--- config.mk ---
export PLATFORM = sky130hd
export DESIGN_NAME = ps2_keycode_rx
export DESIGN_NICKNAME = d
export VERILOG_FILES = /design/src/rtl/ps2_pkg.sv /design/src/rtl/ps2_line_cond.sv /design/src/rtl/ps2_keycode_rx.sv
export SDC_FILE = /design/constraint.sdc
export NUM_CORES = 1
export LEC_CHECK = 0
export BUFFER_PORTS_ARGS = -buffer_cell sky130_fd_sc_hd__buf_4
export CORE_MARGIN = 4
export CORE_UTILIZATION = 47
export CTS_CLUSTER_DIAMETER = 120
export DETAILED_ROUTE_END_ITERATION = 7
export MAX_ROUTING_LAYER = met4
export PLACE_DENSITY_LB_ADDON = 0.25
export SLEW_MARGIN = 10
export SYNTH_ARGS = -nofsm -noshare
export SYNTH_HDL_FRONTEND = slang
export SYNTH_SLANG_ARGS = --single-unit
--- constraint.sdc ---
create_clock -name clk -period 3.4 [get_ports clk]
set_input_delay 0.17 -clock clk [delete_from_list [all_inputs] [get_ports clk]]
set_output_delay 0.17 -clock clk [all_outputs]
set_load 0.005 [all_outputs]
--- src/rtl/ps2_pkg.sv ---
// rtl/ps2_pkg.sv - PS/2 receiver FSM states, special scan codes and set-2 to HID key map
package ps2_pkg;

  typedef enum logic [1:0] {
    IDLE   = 2'd0,
    DATA   = 2'd1,
    PARITY = 2'd2,
    STOP   = 2'd3
  } ps2_state_e;

  localparam logic [7:0] SC_EXT = 8'hE0;
  localparam logic [7:0] SC_BRK = 8'hF0;

  // Player 1: W S A D Q E 1 3
  localparam logic [7:0] SC_W  = 8'h1D, HID_W  = 8'h1A;
  localparam logic [7:0] SC_S  = 8'h1B, HID_S  = 8'h16;
  localparam logic [7:0] SC_A  = 8'h1C, HID_A  = 8'h04;
  localparam logic [7:0] SC_D  = 8'h23, HID_D  = 8'h07;
  localparam logic [7:0] SC_Q  = 8'h15, HID_Q  = 8'h14;
  localparam logic [7:0] SC_E  = 8'h24, HID_E  = 8'h08;
  localparam logic [7:0] SC_1  = 8'h16, HID_1  = 8'h1E;
  localparam logic [7:0] SC_3  = 8'h26, HID_3  = 8'h20;

  // Player 2: I K J L U O 8 9
  localparam logic [7:0] SC_I  = 8'h43, HID_I  = 8'h0C;
  localparam logic [7:0] SC_K  = 8'h42, HID_K  = 8'h0E;
  localparam logic [7:0] SC_J  = 8'h3B, HID_J  = 8'h0D;
  localparam logic [7:0] SC_L  = 8'h4B, HID_L  = 8'h0F;
  localparam logic [7:0] SC_U  = 8'h3C, HID_U  = 8'h18;
  localparam logic [7:0] SC_O  = 8'h44, HID_O  = 8'h12;
  localparam logic [7:0] SC_8  = 8'h3E, HID_8  = 8'h25;
  localparam logic [7:0] SC_9  = 8'h46, HID_9  = 8'h26;

  // Returns {valid, player (0 = P1, 1 = P2), usage[7:0]}
  function automatic logic [9:0] scan2hid(input logic [7:0] scan);
    logic [9:0] r;
    case (scan)
      SC_W:    r = {1'b1, 1'b0, HID_W};
      SC_S:    r = {1'b1, 1'b0, HID_S};
      SC_A:    r = {1'b1, 1'b0, HID_A};
      SC_D:    r = {1'b1, 1'b0, HID_D};
      SC_Q:    r = {1'b1, 1'b0, HID_Q};
      SC_E:    r = {1'b1, 1'b0, HID_E};
      SC_1:    r = {1'b1, 1'b0, HID_1};
      SC_3:    r = {1'b1, 1'b0, HID_3};
      SC_I:    r = {1'b1, 1'b1, HID_I};
      SC_K:    r = {1'b1, 1'b1, HID_K};
      SC_J:    r = {1'b1, 1'b1, HID_J};
      SC_L:    r = {1'b1, 1'b1, HID_L};
      SC_U:    r = {1'b1, 1'b1, HID_U};
      SC_O:    r = {1'b1, 1'b1, HID_O};
      SC_8:    r = {1'b1, 1'b1, HID_8};
      SC_9:    r = {1'b1, 1'b1, HID_9};
      default: r = 10'd0;
    endcase
    return r;
  endfunction

endpackage

--- src/rtl/ps2_line_cond.sv ---
// rtl/ps2_line_cond.sv - PS/2 clock line synchronizer, glitch filter and falling-edge pulse
module ps2_line_cond #(
  parameter int FILTER_CYCLES = 8
) (
  input  logic clk,
  input  logic reset_n,
  input  logic raw,
  output logic fall
);

  localparam int CW = $clog2(FILTER_CYCLES + 1);
  localparam logic [CW-1:0] CNT_MAX = CW'(FILTER_CYCLES - 1);

  logic [1:0]    sync;
  logic          level;
  logic [CW-1:0] cnt;

  // Idle PS/2 lines are high, so the conditioned level starts high.
  always_ff @(posedge clk or negedge reset_n) begin
    if (!reset_n) begin
      sync  <= 2'b11;
      level <= 1'b1;
      cnt   <= '0;
      fall  <= 1'b0;
    end else begin
      sync <= {sync[0], raw};
      fall <= 1'b0;
      if (sync[1] != level) begin
        if (cnt == CNT_MAX) begin
          level <= sync[1];
          cnt   <= '0;
          fall  <= level;
        end else begin
          cnt <= cnt + CW'(1);
        end
      end else begin
        cnt <= '0;
      end
    end
  end

endmodule

--- src/rtl/ps2_keycode_rx.sv ---
// rtl/ps2_keycode_rx.sv - PS/2 set-2 receiver decoding make/break codes into the two-player HID keycode bus
// Optional error counter and last-error code when PS2_ERRCNT_EN is defined.
module ps2_keycode_rx
  import ps2_pkg::*;
#(
  parameter int FILTER_CYCLES  = 8,
  parameter int TIMEOUT_CYCLES = 50000
) (
  input  logic        clk,
  input  logic        reset_n,
  input  logic        ps2_clk,
  input  logic        ps2_dat,
  output logic [15:0] keycode,
  output logic        byte_strobe,
  output logic [7:0]  scan_byte,
  output logic        rx_err
`ifdef PS2_ERRCNT_EN
  ,
  output logic [7:0]  err_count,
  output logic [1:0]  last_err
`endif
);

  localparam int TW = $clog2(TIMEOUT_CYCLES + 1);
  localparam logic [TW-1:0] TMO_MAX = TW'(TIMEOUT_CYCLES - 1);

  logic          fall;
  logic [1:0]    dat_sync;
  logic          dat_s;
  ps2_state_e    state;
  logic [2:0]    bitcnt;
  logic [7:0]    sr;
  logic          perr;
  logic [TW-1:0] timer;
  logic          stop_err;
  logic          tmo;
  logic          brk;
  logic          ext;
  logic [9:0]    hid;

  ps2_line_cond #(
    .FILTER_CYCLES(FILTER_CYCLES)
  ) u_clk_cond (
    .clk    (clk),
    .reset_n(reset_n),
    .raw    (ps2_clk),
    .fall   (fall)
  );

  always_ff @(posedge clk or negedge reset_n) begin
    if (!reset_n) dat_sync <= 2'b11;
    else          dat_sync <= {dat_sync[0], ps2_dat};
  end
  assign dat_s = dat_sync[1];

  always_comb begin
    stop_err = fall && (state == STOP) && !(dat_s && !perr);
    tmo      = !fall && (state != IDLE) && (timer == TMO_MAX);
  end

  always_ff @(posedge clk or negedge reset_n) begin
    if (!reset_n) begin
      state       <= IDLE;
      bitcnt      <= 3'd0;
      sr          <= 8'd0;
      perr        <= 1'b0;
      timer       <= '0;
      scan_byte   <= 8'd0;
      byte_strobe <= 1'b0;
      rx_err      <= 1'b0;
    end else begin
      byte_strobe <= 1'b0;
      rx_err      <= stop_err | tmo;
      if (fall) begin
        timer <= '0;
        case (state)
          IDLE: begin
            if (!dat_s) begin
              state  <= DATA;
              bitcnt <= 3'd0;
              perr   <= 1'b0;
            end
          end
          DATA: begin
            sr     <= {dat_s, sr[7:1]};
            bitcnt <= bitcnt + 3'd1;
            if (bitcnt == 3'd7) state <= PARITY;
          end
          PARITY: begin
            perr  <= ~(^{sr, dat_s});
            state <= STOP;
          end
          STOP: begin
            if (!stop_err) begin
              scan_byte   <= sr;
              byte_strobe <= 1'b1;
            end
            perr  <= 1'b0;
            state <= IDLE;
          end
          default: state <= IDLE;
        endcase
      end else if (tmo) begin
        state <= IDLE;
        timer <= '0;
        perr  <= 1'b0;
      end else if (state != IDLE) begin
        timer <= timer + TW'(1);
      end else begin
        timer <= '0;
      end
    end
  end

  assign hid = scan2hid(scan_byte);

  // Prefix bytes only arm flags; the terminal byte applies them and clears both.
  always_ff @(posedge clk or negedge reset_n) begin
    if (!reset_n) begin
      keycode <= 16'd0;
      brk     <= 1'b0;
      ext     <= 1'b0;
    end else if (byte_strobe) begin
      if (scan_byte == SC_EXT) begin
        ext <= 1'b1;
      end else if (scan_byte == SC_BRK) begin
        brk <= 1'b1;
      end else begin
        if (!ext && hid[9]) begin
          if (hid[8]) begin
            if (!brk)                       keycode[7:0] <= hid[7:0];
            else if (keycode[7:0] == hid[7:0]) keycode[7:0] <= 8'd0;
          end else begin
            if (!brk)                        keycode[15:8] <= hid[7:0];
            else if (keycode[15:8] == hid[7:0]) keycode[15:8] <= 8'd0;
          end
        end
        brk <= 1'b0;
        ext <= 1'b0;
      end
    end
  end

`ifdef PS2_ERRCNT_EN
  always_ff @(posedge clk or negedge reset_n) begin
    if (!reset_n) begin
      err_count <= 8'd0;
      last_err  <= 2'd0;
    end else if (stop_err || tmo) begin
      if (err_count != 8'hFF) err_count <= err_count + 8'd1;
      last_err <= tmo ? 2'd2 : (perr ? 2'd0 : 2'd1);
    end
  end
`endif

endmodule

; ---- Word-level counts from Yosys, hierarchy flattened
; Index checks and enable logic that the tools add are counted.
[classes]
addsub = 3
mul = 0
div_mod_pow = 0
magnitude_cmp = 0
eq_ne = 34
n_shift = 0
muxes = 29
bitwise_logic = 6
reduce_logical = 25
[ops]
columns = op, n
row1 = 10-bit one-hot mux with 16 select lines, 1
row2 = 8-bit by 6-bit == test with 1-bit output (second input constant), 6
row3 = 16-bit 2-to-1 mux, 3
row4 = 8-bit by 5-bit == test with 1-bit output (second input constant), 5
row5 = 8-bit by 7-bit == test with 1-bit output (second input constant), 5
row6 = 8-bit 2-to-1 mux, 4
row7 = 16-bit by 1-bit adder with 16-bit output (second input constant), 1
row8 = 16-bit == test (second input constant), 1
row9 = 8-bit == test, 2
row10 = 8-bit == test (second input constant), 2
row11 = 3-bit AND reduction, 4
row12 = 6-bit AND reduction, 2
row13 = 1-bit 2-to-1 mux, 11
row14 = 9-bit parity, 1
row15 = 2-bit 2-to-1 mux, 4
row16 = 4-bit 2-to-1 mux, 2
row17 = 2-bit one-hot mux with 4 select lines, 1
row18 = 2-bit AND reduction, 4
row19 = 1-bit logical AND, 6
row20 = 3-bit != test (second input constant), 2
row21 = 3-bit one-hot mux with 2 select lines, 1
row22 = 2-bit nonzero test, 3
row23 = 1-bit NOT, 5
row24 = 4-bit by 1-bit adder with 4-bit output (second input constant), 1
row25 = 14 further kinds, 20
[totals]
reg_bits = 68
latchBits = 0
mem_bits_rw = 0
romBits = 0
output_inout_bits = 26
elab_cells = 114
n_memories = 0

; ---- Depth between registers and ports, before layout
; Gate-level depths: netlist of the first run.
[logic_depth]
word_depth = 7
ltp_mapped = 9
ltp_nobuf = 7

; ---- By module
; Synthesis of the first run repeated with hierarchy kept, for this count alone.
[unflattened]
hier_cells = 392
hier_area_um2 = 3832.4
[by_module_without_submodules]
columns = module, n_inst, cells_each, area_each_um2
row1 = ps2_keycode_rx, 1, 371, 3510.9
row2 = ps2_line_cond, 1, 21, 321.6

; ---- Worst setup path after synthesis of the first run
; No wires, ideal clock.
[synth_path]
path_kind = flip-flop to flip-flop
startpoint = register scan_byte[5]
endpoint = register keycode[2]
t_arrival_ns = 2.308
path_slack_ns = 0.972
path_stages_with_launch = 8
path_buffers = 0
cell_sequence = dfrtp_1 or4b_4 a2111oi_4 a311oi_2 xnor2_1 nor3_1 nand4_1 a31o_2
[synth_between]
elab_chain_len = 5
[synth_rtl]
columns = item, line
row1 = start: declaration, ps2_keycode_rx.sv:15  ; output logic [7:0] scan_byte,
row2 = start signal: assignment, ps2_keycode_rx.sv:95  ; scan_byte <= sr;
row3 = 8-bit by 7-bit == test with 1-bit output (tied with other cells), ps2_pkg.sv:37  ; case (scan)
row4 = 10-bit one-hot mux with 16 select lines, ps2_pkg.sv:37
row5 = 8-bit == test, ps2_keycode_rx.sv:132  ; else if (keycode[7:0] == hid[7:0]) keycode[7:0] <= 8'd0;
row6 = 2-bit by 1-bit != test with 1-bit output (no line), --
row7 = 6-bit AND reduction (no line), --
row8 = end signal: assignment, ps2_keycode_rx.sv:131  ; if (!brk) keycode[7:0] <= hid[7:0];
row9 = end: declaration, ps2_keycode_rx.sv:13  ; output logic [15:0] keycode,
; Several ways; a longest one is shown, not always the timed one.
; A chain may end at the register's enable or synchronous reset.

; ---- Final worst setup path of the first run
[layout_path]
startpoint = register scan_byte[6]
endpoint = register keycode[13]
[layout_between]
elab_chain_len = 5
[layout_rtl]
columns = item, line
row1 = 8-bit by 7-bit == test with 1-bit output (tied with other cells), ps2_pkg.sv:37
row2 = 10-bit one-hot mux with 16 select lines, ps2_pkg.sv:37
row3 = 8-bit == test, ps2_keycode_rx.sv:135  ; else if (keycode[15:8] == hid[7:0]) keycode[15:8] <= 8'd0;
row4 = 2-bit by 1-bit != test with 1-bit output (no line), --
row5 = 6-bit AND reduction (no line), --
row6 = end signal: assignment, ps2_keycode_rx.sv:134  ; if (!brk) keycode[15:8] <= hid[7:0];
; Several ways; a longest one is shown, not always the timed one.

==> flow_summary.json, run 1 <==
{
  "status": "finished clean",
  "hold_violations": 0,
  "cp.depth": 7,
  "ios": 30,
  "swShare_pct": 21.4,
  "cts_buffers": 9,
  "core.rowCount": 31,
  "track_usage_pct": 19.3,
  "slowest_stage": "dfrtp_1",
  "grt_pass1_wl_mm": 13.2,
  "crit_family": "compound AO/OA/AOI/OAI gates",
  "slew_headroom_pct": 47.2,
  "cts_buffer_depth": 2,
  "drt_iter0_drc": 150,
  "synthCells": 366,
  "required_ns": 3.62,
  "arrival_ns": 3.08,
  "critPathLaunchType": "flop",
  "die_area_mm2": 0.00904,
  "synth_top_area_cell": "dfrtp_1",
  "final_util_pct": 55.6,
  "finalSetupTns_ns": 0,
  "syn_to_final_growth_pct": 14.4,
  "min_path_cells": 0,
  "cts_root_buf": "clkbuf_8",
  "cts_resized": 0,
  "synth.distinct_cells": 56,
  "power.share.clock_pct": 46.0,
  "fill_cells": 669,
  "cts.clk_slew.worst_paths_ns": 0.08,
  "synth_area_leaders": "dfrtp_1 41%, xnor2_1 7.4%, nand2_1 4.0%",
  "ys_ff_latch": 64,
  "port_buffers": 25,
  "rsz0062_at_grt": "false",
  "first_pass_iters": 4,
  "wl_per_cell_um": 15.2,
  "layout-drive-gt1-share_pct": 17.4,
  "grt_pass1_vias": 2682,
  "vias": 2745,
  "worstSkewPairLatency_ns": 0.35,
  "final-seq-area_mm2": 0.00161,
  "crit_buf_inv": 0,
  "cp_max_fo": 16,
  "ir_drop_uv": 247,
  "combPwrFrac_pct": 4.2,
  "grt.overflow.total": 0,
  "synth_area_mm2": 0.00357,
  "hold_class": "flop to flop",
  "p_per_area_mw_per_mm2": 396,
  "drt_wl_total_mm": 7.52,
  "multi_input_area_mm2": 0.00181,
  "path_class": "flop to flop",
  "rrSetupSlack_ns": 0.54,
  "die_y_um": 95.1,
  "p_int_uw": 1270,
  "finalCritPeriodShare_pct": 84.1,
  "start_util_pct": 48.6,
  "num_antenna_cells": 0,
  "viasPerCell": 5.53,
  "layout.nets": 404,
  "htree_num_levels": 3,
  "core-area_mm2": 0.00733,
  "max_cap_viol_count": 0,
  "reg2reg_depth": 7,
  "antenna_found_initial": 0,
  "place.gp.congestion": 0.901,
  "period_minus_slack_ns": 2.86,
  "synth-edff-count": 0,
  "cts_setup_buffers": 0,
  "yosysSeqAreaShare_pct": 45.1,
  "cpPeakStageDelay_ns": 0.66,
  "dp_hpwl_mm": 5.18,
  "p_switching_uw": 346,
  "synthArstFlopShare_pct": 100,
  "p_leak_uw": 0.00180,
  "final-setup-viol-count": 0,
  "synth.avg_cell_area_um2": 9.74,
  "critical_path.cell_chain": "or4b_4, a2111oi_4, a311oi_2, xnor2_1, nand3_1, o41ai_4, o211ai_1",
  "fmax_mhz": 350,
  "cp-end-kind": "flop",
  "cts_tree": "yes",
  "synth_warnings": 0,
  "grt_max_degree": 65,
  "tightest_slew_ns": 0.792,
  "worst_clock_skew_ns": 0.0114,
  "synthFlopType": "dfrtp_1",
  "final_antenna_net_count": 0,
  "cts.sinks": 64,
  "slew_violations": 0,
  "netlist.area_leader.share_pct": 41.4,
  "die_w_um": 95.1,
  "drc_errors": 0,
  "seq_power_share_pct": 49.8
}
## power groups by stage
| stage | Sequential (uW) | Clock (uW) | Combinational, uW |
|---|---|---|---|
| 5_1_grt | 808 | 802 | 79.9 |
| 4_1_cts | 805 | 760 | 69.5 |
| 3_3_place_gp | 818 | 0 | 64.8 |
| 6_report | 805 | 743 | 67.7 |
| 3_5_place_dp | 819 | 0 | 67.2 |
| 2_1_floorplan | 816 | 0 | 45.7 |
## metrics by stage
stage | area, um2 | power [uW] | setup WS, ns | instances | hold slack (ns)
after CTS | 4080 | 1630 | 0.552 | 496 | 0.358
after global placement | 3820 | 883 | 0.618 | 477 | 0.279
after global routing | 4080 | 1690 | 0.392 | 496 | 0.360
final | 4080 | 1620 | 0.542 | 496 | 0.356
after floorplan | 3580 | 861 | 0.972 | 369 | -0.126
after detailed placement | 3820 | 886 | 0.561 | 477 | 0.280
## Yosys cell counts (2+ instances only)
cell type and count:
and4_1 2, a21oi_1 6, xor2_1 9, buf_2 6, dfrtp_1 59, nor4b_1 3
or3_1 7, a22o_1 2, xnor2_1 30, mux2_2 10, nand2_1 38, a31o_2 4
nor4_1 7, inv_1 16, dfstp_2 5, nand3_1 14, and3_1 8, nand4b_1 2
clkbuf_1 9, nor3b_1 5, a32o_1 2, ha_1 8, nor2b_1 2, buf_4 5
nand4_1 6, nand2b_1 5, nand3b_1 4, nor2_1 38, nor3_1 6, o21ai_0 14
o211ai_1 8, a21o_1 2
## cells by family after synthesis
group                      count (synthesis)  synth area share (%)
other                                      1                 0.105
xor gates and xnor gates                  39                  9.58
muxes                                     11                  3.44
adders and majority gates                  8                  2.81
buffers and inverters                     36                  4.53
AOI/OAI and AO/OA                         53                  11.9
and+or+nand+nor                          154                  22.6
DFF                                       64                  45.1
## worst register-to-register path, delay by kind of cell (launching register included)
kind             cells  cell delay, ns
AO/OA/AOI/OAI        4            1.15
XOR/XNOR             1            0.22
flip-flops           1            0.66
AND/OR/NAND/NOR      2            0.72
## layout make-up
type | instances | area share (%)
multi-input combinational | 269 | 44.3
sequential | 64 | 39.4
timing repair buffer | 32 | 6.08
clock buffer | 11 | 3.71
tap | 99 | 3.04
clock inverter | 5 | 1.93
inverter | 16 | 1.47
## final timing paths
check | endpoint | from
worst max-delay path | keycode[13] | scan_byte[6]
worst min-delay path | dat_sync[1] | dat_sync[0]
worst max register to register | keycode[13] | scan_byte[6]
worst min register to register | dat_sync[1] | dat_sync[0]
max in group asynchronous | sr[4] | reset_n
min in group asynchronous | keycode[13] | reset_n
## timing repair
action | in CTS | in global routing
endpoints found under the hold margin | 61 | 0
hold buffers | 3 | 0
endpoints found under the setup margin | 0 | 0
## layer usage
| metal | routed length, um | track usage, % | vias to the layer above |
|---|---|---|---|
| met1 | 3640 | 26.0 | 1347 |
| met2 | 3390 | 28.0 | 56 |
| met4 | 129 | 6.85 | 0 |
| met5 | 0 | - | - |
| li1 | - | - | 1328 |
| met3 | 360 | 5.29 | 14 |
## flip-flops by register name (all words and copies together), names as in the netlist
| register | cells |
|---|---|
| u_clk_cond.cnt | 4 |
| keycode | 12 |
| timer | 16 |
| bitcnt | 3 |
| brk | 1 |
| sr | 8 |
| perr | 1 |
| ext | 1 |
| dat_sync | 2 |
| scan_byte | 8 |
| u_clk_cond.sync | 2 |
| state | 2 |
| byte_strobe | 1 |
| rx_err | 1 |
| u_clk_cond.level | 1 |
| u_clk_cond.fall | 1 |
## cell usage in the layout, fill, tap and decap left out, drive strengths merged, types with 5 or more instances in the layout
cell	instances
nand3	14
nor3b	5
nor2	38
o21ai	14
nand2b	5
ha	8
a21oi	6
mux2	10
nand2	38
and3	8
dfstp	5
or3	7
o211ai	8
nor3	6
dfrtp	59
xnor2	30
nor4	7
clkbuf	11
nand4	6
xor2	9
a31o	5
inv	16
buf	29
No activity file was read; power rests on OpenSTA's default activity.
==> run 2, diff against run 1 <==
Clock period 3.4 ns to 2.8 ns, I/O delays scaled along.
==> run 2 against run 1 <==
Effect of this change:
- non-clock buffer count is 9 higher
- combinational power is 21% higher
- utilization is 0.29 points higher
- via count is 0.47% higher
- clock-buffer cell count is 1 higher
- wire length is 3.4% lower
- total power is 10% higher
- sequential cell count stayed put
- hold slack hardly changed
- critical path type unchanged
==> flow_summary.json, run 2 (synthesized netlist as in run 1, its figures left out) <==
{
  "status": "finished clean",
  "hold_class": "flop to flop",
  "worstSkewPairLatency_ns": 0.34,
  "drt_wl_total_mm": 7.27,
  "final_antenna_net_count": 0,
  "cts.clk_slew.worst_paths_ns": 0.07,
  "grt.overflow.total": 0,
  "critPathLaunchType": "flop",
  "syn_to_final_growth_pct": 14.9,
  "place.gp.congestion": 0.945,
  "p_leak_uw": 0.00181,
  "cp_common_cell": "buf_4",
  "power_uw": 1780,
  "cts_root_buf": "clkbuf_8",
  "min_path_cells": 0,
  "wl_per_cell_um": 14.4,
  "core-area_mm2": 0.00733,
  "required_ns": 3.03,
  "die_y_um": 95.1,
  "port_buffers": 25,
  "final-setup-viol-count": 0,
  "die_area_mm2": 0.00904,
  "grt_pass1_wl_mm": 12.6,
  "cpPeakStageDelay_ns": 0.52,
  "instances_no_fill": 505,
  "r2r-start": "scan_byte[5]",
  "largest_register": "timer",
  "reg_top3": "timer (16), keycode (12)",
  "reg2reg_depth": 8,
  "fill_cells": 660,
  "dpl.cell_count": 486,
  "grt_pass1_vias": 2713,
  "cts_tree": "yes",
  "cp_max_fo": 12,
  "period_minus_slack_ns": 2.64,
  "reg2reg_to": "keycode[5]",
  "rrSetupSlack_ns": 0.16,
  "viasPerCell": 5.46,
  "slew_violations": 0,
  "grt_max_degree": 65,
  "dp_hpwl_mm": 5.20,
  "layout-drive-gt1-share_pct": 19.0,
  "arrival_ns": 2.87,
  "p_per_area_mw_per_mm2": 434,
  "drc_errors": 0,
  "die_w_um": 95.1,
  "worst_clock_skew_ns": 0.00550,
  "vias": 2758,
  "slew_headroom_pct": 46.2,
  "max_cap_viol_count": 0,
  "layout.nets": 413,
  "holdWs_ns": 0.356,
  "finalSetupTns_ns": 0,
  "cp-end-kind": "flop",
  "htree_num_levels": 3,
  "cts_setup_buffers": 0,
  "hold_violations": 0,
  "num_antenna_cells": 0,
  "layout_commonest_cell": "dfrtp_1",
  "path_class": "flop to flop",
  "ios": 30,
  "slowest_stage": "a2111oi_1",
  "fmax_mhz": 378,
  "min_from": "u_clk_cond.sync[0]",
  "start_util_pct": 48.6,
  "first_pass_iters": 4,
  "cts_buffer_depth": 2,
  "critical_path.cell_chain": "buf_4, or3b_1, nand2_1, nand3_1, a2111oi_1, buf_4, nand2b_1, a31o_2",
  "largest_reg_flops": 16,
  "core.rowCount": 31,
  "cts.sinks": 64,
  "track_usage_pct": 18.2,
  "rsz0062_at_grt": "false",
  "min_to": "u_clk_cond.sync[1]",
  "finalCritPeriodShare_pct": 94.5,
  "drt_iter0_drc": 128,
  "tightest_slew_ns": 0.808,
  "cts_buffers": 9,
  "ir_drop_uv": 326,
  "antenna_found_initial": 0,
  "final_cell_mix": "59 x dfrtp_1, 38 x nor2_1, 38 x nand2_1, 38 x buf_4, 30 x xnor2_1"
}
==> run 2: cell types whose count changed in the layout (fill, tap and decap cells not counted), sizes merged <==
cell,delta
buf,+9
bufinv,-2
clkinvlp,+2
clkbuf,+1
clkinv,-1
==> run 2: final cells by class <==
class	instances	area, um2	area share, %
clock buffers	12	155	3.79
clock inverters	4	28.8	0.702
inverters	16	60.1	1.47
multi-input cells	269	1810	44.1
flip-flops and latches	64	1610	39.2
well taps	99	124	3.02
repair buffers	41	315	7.69
==> run 2: repair_timing <==
item,CTS,global route
hold buffers,3,0
endpoints found under the setup margin,0,10
resized for setup,0,1
hold endpoints to repair,61,0
==> run 2: layer usage <==
metal | wire, um | GRT usage (%)
met5 | 0 | -
met4 | 73 | 5.05
met2 | 3350 | 26.8
met1 | 3400 | 24.0
met3 | 444 | 6.00
==> run 2: critical path, delay by kind of cell, from the launching register on <==
family	cells	cell delay [ns]
AO/OA/AOI/OAI	2	0.84
flip-flops	1	0.44
AND/OR/NAND/NOR	4	0.84
buffers and inverters	2	0.42
==> run 2: report_power, final <==
group | switching [uW] | internal (uW)
clock network | 349 | 369
registers | 19.6 | 958
logic | 45.6 | 36.5
total | 414 | 1360
==> run 2: how the worst max path moves through the flow <==
| stage | start | endpoint | slack, ns | cells past startpoint |
|---|---|---|---|---|
| floorplan | scan_byte[5] | keycode[2] | 0.37 | 7 |
| global placement | scan_byte[7] | keycode[5] | 0.08 | 7 |
| detailed placement | scan_byte[5] | keycode[10] | 0.19 | 7 |
| CTS | scan_byte[6] | keycode[8] | 0.16 | 7 |
| global route | scan_byte[5] | keycode[5] | 0.004 | 7 |
| finish | scan_byte[5] | keycode[5] | 0.16 | 8 |
==> run 2: metrics by stage <==
step	util [%]	setup slack, ns	cell area, um2
2_1_floorplan	-	0.372	3580
3_5_place_dp	53.0	0.189	3880
3_3_place_gp	53.0	0.0807	3880
5_1_grt	55.9	0.00356	4100
6_report	55.9	0.155	4100
4_1_cts	55.9	0.164	4100
